## src/rtl/rx_word_assembler.sv

```systemverilog
// Packs four UART bytes (first byte most significant) into a 32-bit word for a
// downstream FIFO. A partial word is dropped if the line stays idle too long.
module rx_word_assembler #(
    parameter int TIMEOUT_CLKS = 4350
) (
    input  logic        i_clock,
    input  logic        i_reset,
    input  logic        i_rx_dv,
    input  logic [7:0]  i_rx_byte,
    input  logic        i_fifo_full,
    output logic [31:0] o_word_data,
    output logic        o_word_valid,
    output logic [1:0]  o_byte_count,
    output logic        o_timeout,
    output logic        o_overflow
);

    typedef enum logic {
        ST_IDLE    = 1'b0,
        ST_COLLECT = 1'b1
    } state_t;

    localparam logic [15:0] IDLE_LAST = 16'(TIMEOUT_CLKS - 1);

    state_t      state_q,    state_d;
    logic [1:0]  count_q,    count_d;
    logic [23:0] shift_q,    shift_d;
    logic [15:0] idle_q,     idle_d;
    logic [31:0] word_q,     word_d;
    logic        valid_q,    valid_d;
    logic        timeout_q,  timeout_d;
    logic        overflow_q, overflow_d;

    // Next-state logic: byte collection, word completion and idle timeout.
    always_comb begin
        state_d    = state_q;
        count_d    = count_q;
        shift_d    = shift_q;
        idle_d     = idle_q;
        word_d     = word_q;
        valid_d    = 1'b0;
        timeout_d  = 1'b0;
        overflow_d = overflow_q;

        case (state_q)
            ST_IDLE: begin
                idle_d = 16'd0;
                if (i_rx_dv) begin
                    shift_d = {16'd0, i_rx_byte};
                    count_d = 2'd1;
                    state_d = ST_COLLECT;
                end else begin
                    count_d = 2'd0;
                end
            end
            ST_COLLECT: begin
                // A byte on the expiry cycle takes priority over the timeout.
                if (i_rx_dv) begin
                    idle_d = 16'd0;
                    if (count_q == 2'd3) begin
                        word_d     = {shift_q, i_rx_byte};
                        valid_d    = ~i_fifo_full;
                        overflow_d = overflow_q | i_fifo_full;
                        count_d    = 2'd0;
                        shift_d    = 24'd0;
                        state_d    = ST_IDLE;
                    end else begin
                        shift_d = {shift_q[15:0], i_rx_byte};
                        count_d = count_q + 2'd1;
                    end
                end else if (idle_q >= IDLE_LAST) begin
                    timeout_d = 1'b1;
                    idle_d    = 16'd0;
                    count_d   = 2'd0;
                    shift_d   = 24'd0;
                    state_d   = ST_IDLE;
                end else begin
                    idle_d = idle_q + 16'd1;
                end
            end
            default: begin
                state_d = ST_IDLE;
                count_d = 2'd0;
                shift_d = 24'd0;
                idle_d  = 16'd0;
            end
        endcase
    end

    // State and output registers with synchronous reset.
    always_ff @(posedge i_clock) begin
        if (i_reset) begin
            state_q    <= ST_IDLE;
            count_q    <= 2'd0;
            shift_q    <= 24'd0;
            idle_q     <= 16'd0;
            word_q     <= 32'd0;
            valid_q    <= 1'b0;
            timeout_q  <= 1'b0;
            overflow_q <= 1'b0;
        end else begin
            state_q    <= state_d;
            count_q    <= count_d;
            shift_q    <= shift_d;
            idle_q     <= idle_d;
            word_q     <= word_d;
            valid_q    <= valid_d;
            timeout_q  <= timeout_d;
            overflow_q <= overflow_d;
        end
    end

    assign o_word_data  = word_q;
    assign o_word_valid = valid_q;
    assign o_byte_count = count_q;
    assign o_timeout    = timeout_q;
    assign o_overflow   = overflow_q;

endmodule
```

## config.mk

```make
export PLATFORM = sky130hd
export DESIGN_NAME = rx_word_assembler
export DESIGN_NICKNAME = d
export VERILOG_FILES = /design/src/rtl/rx_word_assembler.sv
export SDC_FILE = /design/constraint.sdc
export NUM_CORES = 1
export LEC_CHECK = 0
export ABC_AREA = 1
export CAP_MARGIN = 10
export CELL_PAD_IN_SITES_DETAIL_PLACEMENT = 1
export CELL_PAD_IN_SITES_GLOBAL_PLACEMENT = 1
export CORE_MARGIN = 4
export CORE_UTILIZATION = 39
export DETAILED_ROUTE_END_ITERATION = 6
export PLACE_DENSITY_LB_ADDON = 0.1
export SYNTH_ARGS = -nofsm -noshare
export SYNTH_HDL_FRONTEND = slang
export SYNTH_SLANG_ARGS = --single-unit
export TNS_END_PERCENT = 30
```

## constraint.sdc

```tcl
create_clock -name i_clock -period 2.1 [get_ports i_clock]
set_input_delay 0.525 -clock i_clock [delete_from_list [all_inputs] [get_ports i_clock]]
set_output_delay 0.525 -clock i_clock [all_outputs]
set_load 0.005 [all_outputs]
```

==> out/metrics.yaml, run 1 <==
gr-total-overflow: 0
clockBufferDepth: 2
multi_input_area_um2: 1330
yosysSeqAreaShare_pct: 50.7
pwr_density_cell_nw_per_um2: 780
cpPeakStageDelay_ns: 0.52
ioPinCount: 49
cp-end-kind: "output pin"
gp_congestion: 0.762
cp_max_fo: 4
arrival_ns: 1.24
hold_end: "o_word_data[26]"
grt_pass1_vias: 2686
via_count: 2500
synthCells: 369
die-area_um2: 9380
die_h_um: 96.9
dr.pass1.iters: 4
grt_pass1_wl_mm: 12.6
synth_top_area_share_pct: 50.7
postCtsSetupRepairBufs: 0
finalHoldViolCount: 0
drive_gt1_share_pct: 16.5
path_class: "flip-flop to output pin"
period_needed_ns: 1.77
whs_ns: 0.465
hold_path_class: "flip-flop to flip-flop"
cp_slowest_cell: "clkdlybuf4s50_1"
n_antenna_cell: 0
dp_slack_ns: 0.0714
synth.distinct_cells: 26
drc: 0
io_buffers: 48
rr_worst_depth: 10
cts_max_level: 3
cts_root_buf: "clkbuf_8"
maxCapViolCount: 0
area_growth_pct: 26.2
core_um2: 7690
grt_max_degree: 54
routedWlPerCell_um: 13.5
critPathBufInv: 1
rsz0062_at_grt: "false"
min-delay-start: "o_word_data[26]"
synth_area_leaders: "dfxtp_1 51%, nand2_1 12%, a21oi_1 7.1%"
seq_area_um2: 1560
ys_seq_elements: 78
drt-vias-per-instance: 4.76
worstSkewPairLatency_ns: 0.34
r2r_start: "idle_q[0]"
grtUsageTotal_pct: 16.2
antenna_found_initial: 0
status: "finished, final reports clean"
required_ns: 1.57
path_cells: "clkdlybuf4s50_1"
post-route-period-util_pct: 84.2
fin_skew_ns: 0.00840
r2r-end: "shift_q[11]"
power_uw: 3030
cts_resized: 0
die_x_um: 96.9
stdcell_count: 525
fill_cells: 945
final_nets: 434
rows: 32
dp.final_hpwl_mm: 4.82
clk_pin_slew_ns: 0.08
setup_viol: 0
dp.cells: 509
fmax_ghz: 0.565
ctsHoldBuffers: 0
start_util_pct: 40.1
reg2reg_slack_ns: 0.38
crit_family: "buffers and inverters"
ys_warn_count: 0
cp-start-kind: "flip-flop"
setup_slack_ns: 0.331
antenna_left: 0
cts_tree: "built"
cts.sinks: 78
numCtsBuffers: 9
slew_viol_final: 0
syn-mean-instance-area_um2: 8.35
p_leak_uw: 0.00137
fin_tns_setup_ns: 0
yosys.area.top_type: "dfxtp_1"
wl_mm: 7.08
drt_iter0_markers: 99
hold_depth: 2
synth_area_um2: 3080
vdd_drop_max_mv: 0.337
## synth_stat cells (all sizes together)
cell,number
o21ai,10
buf,8
conb,1
a21oi,64
nor2,27
nand2,119
xor2,3
nor3b,1
inv,22
or2,4
xnor2,3
nand4,2
ha,4
nand3,10
nor3,4
dfxtp,78
clkbuf,9
## cell families (layout without fill, tap and decap cells)
kind of cell | count (synthesis) | after routing | share of synthesized area, %
XOR/XNOR | 6 | 6 | 1.71
adder cells (fa/ha/maj) | 4 | 4 | 1.62
buffers and inverters | 39 | 91 | 6.46
AO/OA/AOI/OAI | 74 | 74 | 14.5
other | 1 | 3 | 0.122
AND/OR/NAND/NOR | 167 | 167 | 24.9
flip-flops | 78 | 78 | 50.7
## how the worst max path moves through the flow
stage	start	to	slack, ns	cells past startpoint
2_1_floorplan	idle_q[0]	shift_q[0]	0.61	11
3_3_place_gp	i_rx_dv	shift_q[11]	0.13	5
3_5_place_dp	i_rx_dv	shift_q[11]	0.07	5
4_1_cts	o_byte_count[0]	o_byte_count[0]	0.30	1
5_1_grt	idle_q[0]	shift_q[11]	0.19	10
6_report	o_byte_count[0]	o_byte_count[0]	0.33	1
## per-stage QoR
step	util, %	instance area, um2
floorplan	-	3090
global placement	47.3	3640
detailed placement	47.3	3640
CTS	50.6	3890
global route	50.6	3890
finish	50.6	3890
## area by class of cell
type	count	area share, %
tap	102	3.28
timing repair buffer	53	13.8
multi-input combinational	254	34.2
clock inverter	3	2.32
clock buffer	13	4.09
sequential	78	40.2
inverter	22	2.12
## state kept, by name, summed over array words and instances, names as in the netlist
| signal | count |
|---|---|
| o_byte_count | 2 |
| o_overflow | 1 |
| idle_q | 16 |
| state_q | 1 |
| o_timeout | 1 |
| o_word_data | 32 |
| o_word_valid | 1 |
| shift_q | 24 |
## where the power goes
group	internal [uW]	switching, uW	total [uW]
sequential	1500	17.7	1510
clock	857	524	1380
combinational	53.3	82.9	136
total	2410	625	3030
## per-layer routing
layer	vias to the layer above	global-route usage (%)	wire length, um
li1	1270	-	-
met1	1176	20.5	3430
met2	43	26.7	3280
met3	11	2.81	207
met4	0	7.78	148
met5	-	0	0
## layout by cell type, fill, tap and decap left out, types with 10 or more instances in the layout
master           synthesis  layout
clkdlybuf4s50_1          0      47
nand2_2                 23      23
dfxtp_1                 78      78
nand2_1                 95      95
inv_1                   22      22
nor2_1                  26      26
a21oi_2                 20      20
o21ai_0                 10      10
clkbuf_8                 0      11
a21oi_1                 44      44
Power figures use the tool's default switching activity.
==> run 2: changes to the inputs <==
==> constraint.sdc (replaced) <==
create_clock -name i_clock -period 1.7 [get_ports i_clock]
set_input_delay 0.425 -clock i_clock [delete_from_list [all_inputs] [get_ports i_clock]]
set_output_delay 0.425 -clock i_clock [all_outputs]
set_load 0.005 [all_outputs]
==> out/metrics.yaml, run 2 (synthesis results as in run 1) <==
antenna_found_initial: 0  # unchanged
slew_viol_final: 0  # unchanged
io_buffers: 48  # unchanged
pwr_density_cell_nw_per_um2: 842  # +8.0%
core_um2: 7690  # unchanged
cp_slowest_cell: "clkdlybuf4s50_1"
fmax_ghz: 0.608
setup_viol: 0  # unchanged
grt_pass1_wl_mm: 12.3  # -2.3%
die_h_um: 96.9  # unchanged
cts_tree: "built"
finalHoldViolCount: 0  # unchanged
period_needed_ns: 1.64
required_ns: 1.27  # -0.30 ns
dr.pass1.iters: 4  # unchanged
status: "finished, final reports clean"
grt_pass1_vias: 2568  # -4.4%
setup_slack_ns: 0.0564  # -0.274 ns
final_cell_mix: "94 x nand2_1, 75 x dfxtp_1, 45 x clkdlybuf4s50_1, 43 x a21oi_1, 26 x nor2_1"
hold_end: "o_word_data[18]"
gp_congestion: 0.740  # -2.9%
cpPeakStageDelay_ns: 0.51  # about the same
crit_family: "buffers and inverters"
worstSkewPairLatency_ns: 0.34  # about the same
clockBufferDepth: 2  # unchanged
fin_area_um2: 3940  # +1.4%
cts.sinks: 78  # unchanged
dp.cells: 516  # +1.4%
path_class: "flip-flop to output pin"
clk_pin_slew_ns: 0.08  # about the same
arrival_ns: 1.22  # -0.02 ns
area_growth_pct: 27.9
layout.cells.most_common: "nand2_1"
die_x_um: 96.9  # unchanged
post-route-period-util_pct: 96.7
hold_depth: 2  # unchanged
via_count: 2524  # +0.96%
min-delay-start: "o_word_data[18]"
final_nets: 445  # +2.5%
hold_path_class: "flip-flop to flip-flop"
cts_max_level: 3  # unchanged
path_cells: "clkdlybuf4s50_1"
n_antenna_cell: 0  # unchanged
numCtsBuffers: 9  # unchanged
dp.final_hpwl_mm: 4.76  # -1.2%
critPathBufInv: 1  # unchanged
p_leak_uw: 0.00146  # +6.6%
ioPinCount: 49  # unchanged
reg2reg_slack_ns: 0.08  # -0.30 ns
dp_slack_ns: -0.158  # -0.230 ns
cp-start-kind: "flip-flop"
r2r-end: "shift_q[1]"
cp-end-kind: "output pin"
fin_tns_setup_ns: 0  # unchanged
r2r_start: "idle_q[0]"
routedWlPerCell_um: 13.6  # +0.65%
fin_skew_ns: 0.00649  # -0.00191 ns
rows: 32  # unchanged
rr_worst_depth: 10  # unchanged
worst-path-stages: 1  # unchanged
place_area_um2: 3690  # +1.4%
drc: 0  # unchanged
drt_iter0_markers: 75  # -24%
antenna_left: 0  # unchanged
ctsHoldBuffers: 0  # unchanged
maxCapViolCount: 0  # unchanged
wl_mm: 7.26  # +2.6%
drive_gt1_share_pct: 20.1  # +3.5 points
fill_cells: 940  # -0.53%
grtUsageTotal_pct: 15.9  # -0.29 points
grt_max_degree: 54  # unchanged
cts_root_buf: "clkbuf_8"
cp_max_fo: 4  # unchanged
start_util_pct: 40.1  # unchanged
stdcell_count: 535  # +1.9%
gr-total-overflow: 0  # unchanged
die-area_um2: 9380  # unchanged
rsz0062_at_grt: "true"
power_uw: 3320  # +9.5%
largest_reg_flops: 32  # unchanged
vdd_drop_max_mv: 0.355  # +5.2%
drt-vias-per-instance: 4.72  # -0.93%
-- run 2: cell count changes in the layout (fill, tap and decap cells not counted), moves of 3 or more --
cell,delta
dfxtp_1,-3
nand2_4,+3
clkinv_2,+3
bufinv_16,-3
buf_4,+8
-- run 2: area by class of cell --
cell class	instances	area, um2	share of cell area, %
Clock buffer	11	151	3.84
Clock inverter	4	22.5	0.571
Inverter	22	82.6	2.10
Multi-Input combinational cell	256	1380	34.9
Sequential cell	78	1570	39.8
Tap cell	102	128	3.24
Timing Repair Buffer	62	614	15.6
-- run 2: worst max path at each step --
stage,to,slack [ns],startpoint
after CTS,shift_q[9],0.03,idle_q[0]
after global routing,shift_q[5],-0.02,idle_q[0]
after floorplan,shift_q[0],0.21,idle_q[0]
final,o_byte_count[0],0.06,o_byte_count[0]
after global placement,shift_q[9],-0.11,i_rx_dv
after detailed placement,shift_q[9],-0.16,i_rx_dv
-- run 2: worst register-to-register path: cells and delay by family (launching register included) --
family | cells | cell delay [ns]
AND/OR/NAND/NOR | 5 | 0.51
AO/OA/AOI/OAI | 2 | 0.26
flip-flops | 1 | 0.35
buffers and inverters | 2 | 0.21
adder cells (fa/ha/maj) | 1 | 0.21
-- run 2: timing repair --
item	CTS	global route
gates resized for setup	1	11
cloned	0	2
pin swaps	0	4
endpoints found under the setup margin	1	41
buffers inserted	0	2
-- run 2: metal layers --
metal  GRT usage, %  wire length [um]  vias to the layer above
met5              0                 0                        -
met4           6.48               116                        0
met3           3.53               248                       10
met2           24.7              3240                       43
met1           21.4              3660                     1183
li1               -                 -                     1288
-- run 2: per-stage QoR --
stage                     utilization [%]  hold slack (ns)
after floorplan                         -            0.433
after global placement               48.0            0.449
after detailed placement             48.0            0.456
after CTS                            50.3            0.468
after global routing                 51.3            0.485
final                                51.3            0.467
-- run 2: report_power, final --
group | internal (uW) | leakage, uW | switching [uW]
logic | 75.9 | 0.000736 | 112
clock network | 595 | 0.0000910 | 669
registers | 1850 | 0.000633 | 22.1
total | 2520 | 0.00146 | 803
==> run 3: changes to the inputs <==
--- a/config.mk
+++ b/config.mk
@@ -5,7 +5,7 @@
 export SDC_FILE = /design/constraint.sdc
 export NUM_CORES = 1
 export LEC_CHECK = 0
-export ABC_AREA = 1
+export ABC_AREA = 0
 export CAP_MARGIN = 10
 export CELL_PAD_IN_SITES_DETAIL_PLACEMENT = 1
 export CELL_PAD_IN_SITES_GLOBAL_PLACEMENT = 1
@@ -13,6 +13,7 @@
 export CORE_UTILIZATION = 39
 export DETAILED_ROUTE_END_ITERATION = 6
 export PLACE_DENSITY_LB_ADDON = 0.1
+export SKIP_LAST_GASP = 1
 export SYNTH_ARGS = -nofsm -noshare
 export SYNTH_HDL_FRONTEND = slang
 export SYNTH_SLANG_ARGS = --single-unit
==> out/metrics.yaml, run 3 <==
grtUsageTotal_pct: 16.3  # +0.40 points
slew_viol_final: 0  # unchanged
violations: "setup timing"
ys_seq_elements: 78  # unchanged
yosys.area_share.simple_pct: 20.1  # -4.8 points
finalHoldViolCount: 0  # unchanged
antenna_left: 0  # unchanged
grt_max_degree: 34  # -37%
synth-async-reset-ratio_pct: 0  # unchanged
dr.pass1.iters: 4  # unchanged
core_um2: 6910  # -10%
hold_path_class: "flip-flop to flip-flop"
place_area_um2: 3540  # -4.1%
cts_tree: "built"
p_leak_uw: 0.00137  # -6.0%
synthCells: 294  # -20%
ioPinCount: 49  # unchanged
area_growth_pct: 35.7
period_needed_ns: 1.75  # +0.109 ns
n_antenna_cell: 0  # unchanged
yosys.area.top_type: "dfxtp_1"
clk_pin_slew_ns: 0.08  # about the same
p_int_uw: 2470  # -1.9%
yosys-top-cells-count: "78 x dfxtp_1, 69 x nand2_1, 33 x a21oi_1"
cp-end-kind: "flip-flop"
p_switching_uw: 801  # -0.23%
largest_reg_flops: 32  # unchanged
swShare_pct: 24.5  # +0.31 points
gr-total-overflow: 0  # unchanged
final_cell_mix: "75 x dfxtp_1, 69 x nand2_1, 48 x clkdlybuf4s50_1, 33 x a21oi_1, 24 x a22o_1"
pwr-share-clk_pct: 38.5  # +0.4 points
setup_viol: 20  # +20
cp-start-kind: "flip-flop"
die-area_um2: 8670  # -7.7%
drt-vias-per-instance: 4.84  # +2.6%
ctsHoldBuffers: 0  # unchanged
cts_max_level: 3  # unchanged
fin_skew_ns: 0.0112  # +0.00473 ns
cts_root_buf: "clkbuf_8"
synth_top_family_by_area: "simple AND/OR/NAND/NOR gates"
start_util_pct: 40.9  # +0.82 points
synth_top_area_share_pct: 55.3  # +4.6 points
synth-compound-area-share_pct: 15.9  # +1.4 points
die_h_um: 93.1  # -3.9%
drc: 0  # unchanged
synth.area.mux_share_pct: 0  # unchanged
synth.distinct_cells: 32  # +23%
via_count: 2250  # -11%
dp.final_hpwl_mm: 4.60  # -3.5%
final_nets: 380  # -15%
die_x_um: 93.1  # -3.9%
maxCapViolCount: 0  # unchanged
yosysSeqAreaShare_pct: 55.3  # +4.6 points
synth-xor-area-share_pct: 3.10  # +1.4 points
required_ns: 1.94  # +0.67 ns
cts.sinks: 78  # unchanged
path_class: "flip-flop to flip-flop"
comb_power_share_pct: 4.4  # -1.2 points
synth_area_um2: 2820  # -8.3%
worstSkewPairLatency_ns: 0.35  # about the same
post-route-period-util_pct: 103  # +6.4 points
syn-mean-instance-area_um2: 9.61  # +15%
routedWlPerCell_um: 14.7  # +8.6%
drt_iter0_markers: 34  # -55%
drive_gt1_share_pct: 17.9  # -2.2 points
grt_pass1_wl_mm: 11.1  # -9.6%
synthAdderAreaFrac_pct: 1.77  # +0.15 points
fmax_ghz: 0.570  # -6.2%
vdd_drop_max_mv: 0.390  # +10%
fin_area_um2: 3830  # -2.8%
cp_max_fo: 6  # +2
numCtsBuffers: 9  # unchanged
grt_pass1_vias: 2253  # -12%
dp_slack_ns: -0.442  # -0.284 ns
status: "finished with violations"
synth_area_leaders: "dfxtp_1 55%, nand2_1 9.2%, a22o_1 7.4%"
arrival_ns: 2.00  # +0.78 ns
rows: 30  # -6.3%
antenna_found_initial: 0  # unchanged
synth_edf_count: 0  # unchanged
rsz0062_at_grt: "true"
ys_warn_count: 0  # unchanged
setup_slack_ns: -0.0529  # -0.109 ns
pwr_density_cell_nw_per_um2: 854  # +1.4%
seqPwrFrac_pct: 57.1  # +0.8 points
wl_mm: 6.85  # -5.6%
yosysMostFrequentCell: "dfxtp_1"
layout.cells.most_common: "dfxtp_1"
io_buffers: 48  # unchanged
gp_congestion: 0.785  # +6.2%
synthFlopType: "dfxtp_1"
clockBufferDepth: 2  # unchanged
==> run 3: routing by layer <==
metal,global-route usage [%],wire [um],up-vias
li1,-,-,1136
met1,21.1,3150,1072
met4,6.59,101,0
met5,0,0,-
met2,26.0,3390,33
met3,4.02,197,9
==> run 3: critical path: stages (launching register included) <==
cell	delay (ns)
dfxtp_2	0.36
inv_2	0.05
ha_4	0.14
nor2b_4	0.12
nor4b_4	0.36
o32ai_4	0.22
clkbuf_16	0.21
a22o_1	0.20
==> run 3: power by group through the flow <==
stage               Combinational [uW]  Sequential, uW  Clock, uW
finish                             144            1870       1260
global route                       157            1870       1400
CTS                                124            1870       1310
detailed placement                 123            1910          0
global placement                   121            1910          0
floorplan                         61.8            1900          0
==> run 3: cell type report <==
class                      instances  area [um2]
fill                             805        3080
tap                               96         120
clock inverter                     7        56.3
multi-input combinational        197        1200
clock buffer                       9         124
sequential                        78        1570
inverter                           5        18.8
timing repair buffer              73         744
==> run 3: worst paths after layout <==
kind                   start               to  slack, ns  cells past startpoint
max                idle_q[0]      shift_q[23]      -0.05                      7
min          o_word_data[29]  o_word_data[29]       0.46                      2
min reg2reg  o_word_data[29]  o_word_data[29]       0.46                      2
max reg2reg        idle_q[0]      shift_q[23]      -0.05                      7
==> run 3: per-stage QoR <==
stage / instances / TNS, ns / power (uW) / hold slack (ns) / util (%)
3_3_place_gp: 443 / -10.86 / 2030 / 0.443 / 51.2
4_1_cts: 461 / -0.506 / 3300 / 0.461 / 54.1
2_1_floorplan: 296 / 0 / 1960 / 0.432 / -
5_1_grt: 465 / -3.32 / 3420 / 0.481 / 55.5
3_5_place_dp: 443 / -13.17 / 2030 / 0.449 / 51.2
6_report: 465 / -0.679 / 3270 / 0.457 / 55.5
==> run 3: cell families (layout without fill, tap and decap cells) <==
group | after synthesis | after routing
buf+inv | 21 | 94
flops | 78 | 78
other cells | 1 | 3
fa+ha+maj | 4 | 4
xor+xnor | 10 | 10
compound gates | 64 | 64
simple gates | 116 | 116
==> run 3: timing repair <==
item,CTS,global route
setup endpoints to repair,25,44
buffers inserted,2,1
gates resized for setup,1,9
pin swaps,1,20
cloned,0,3
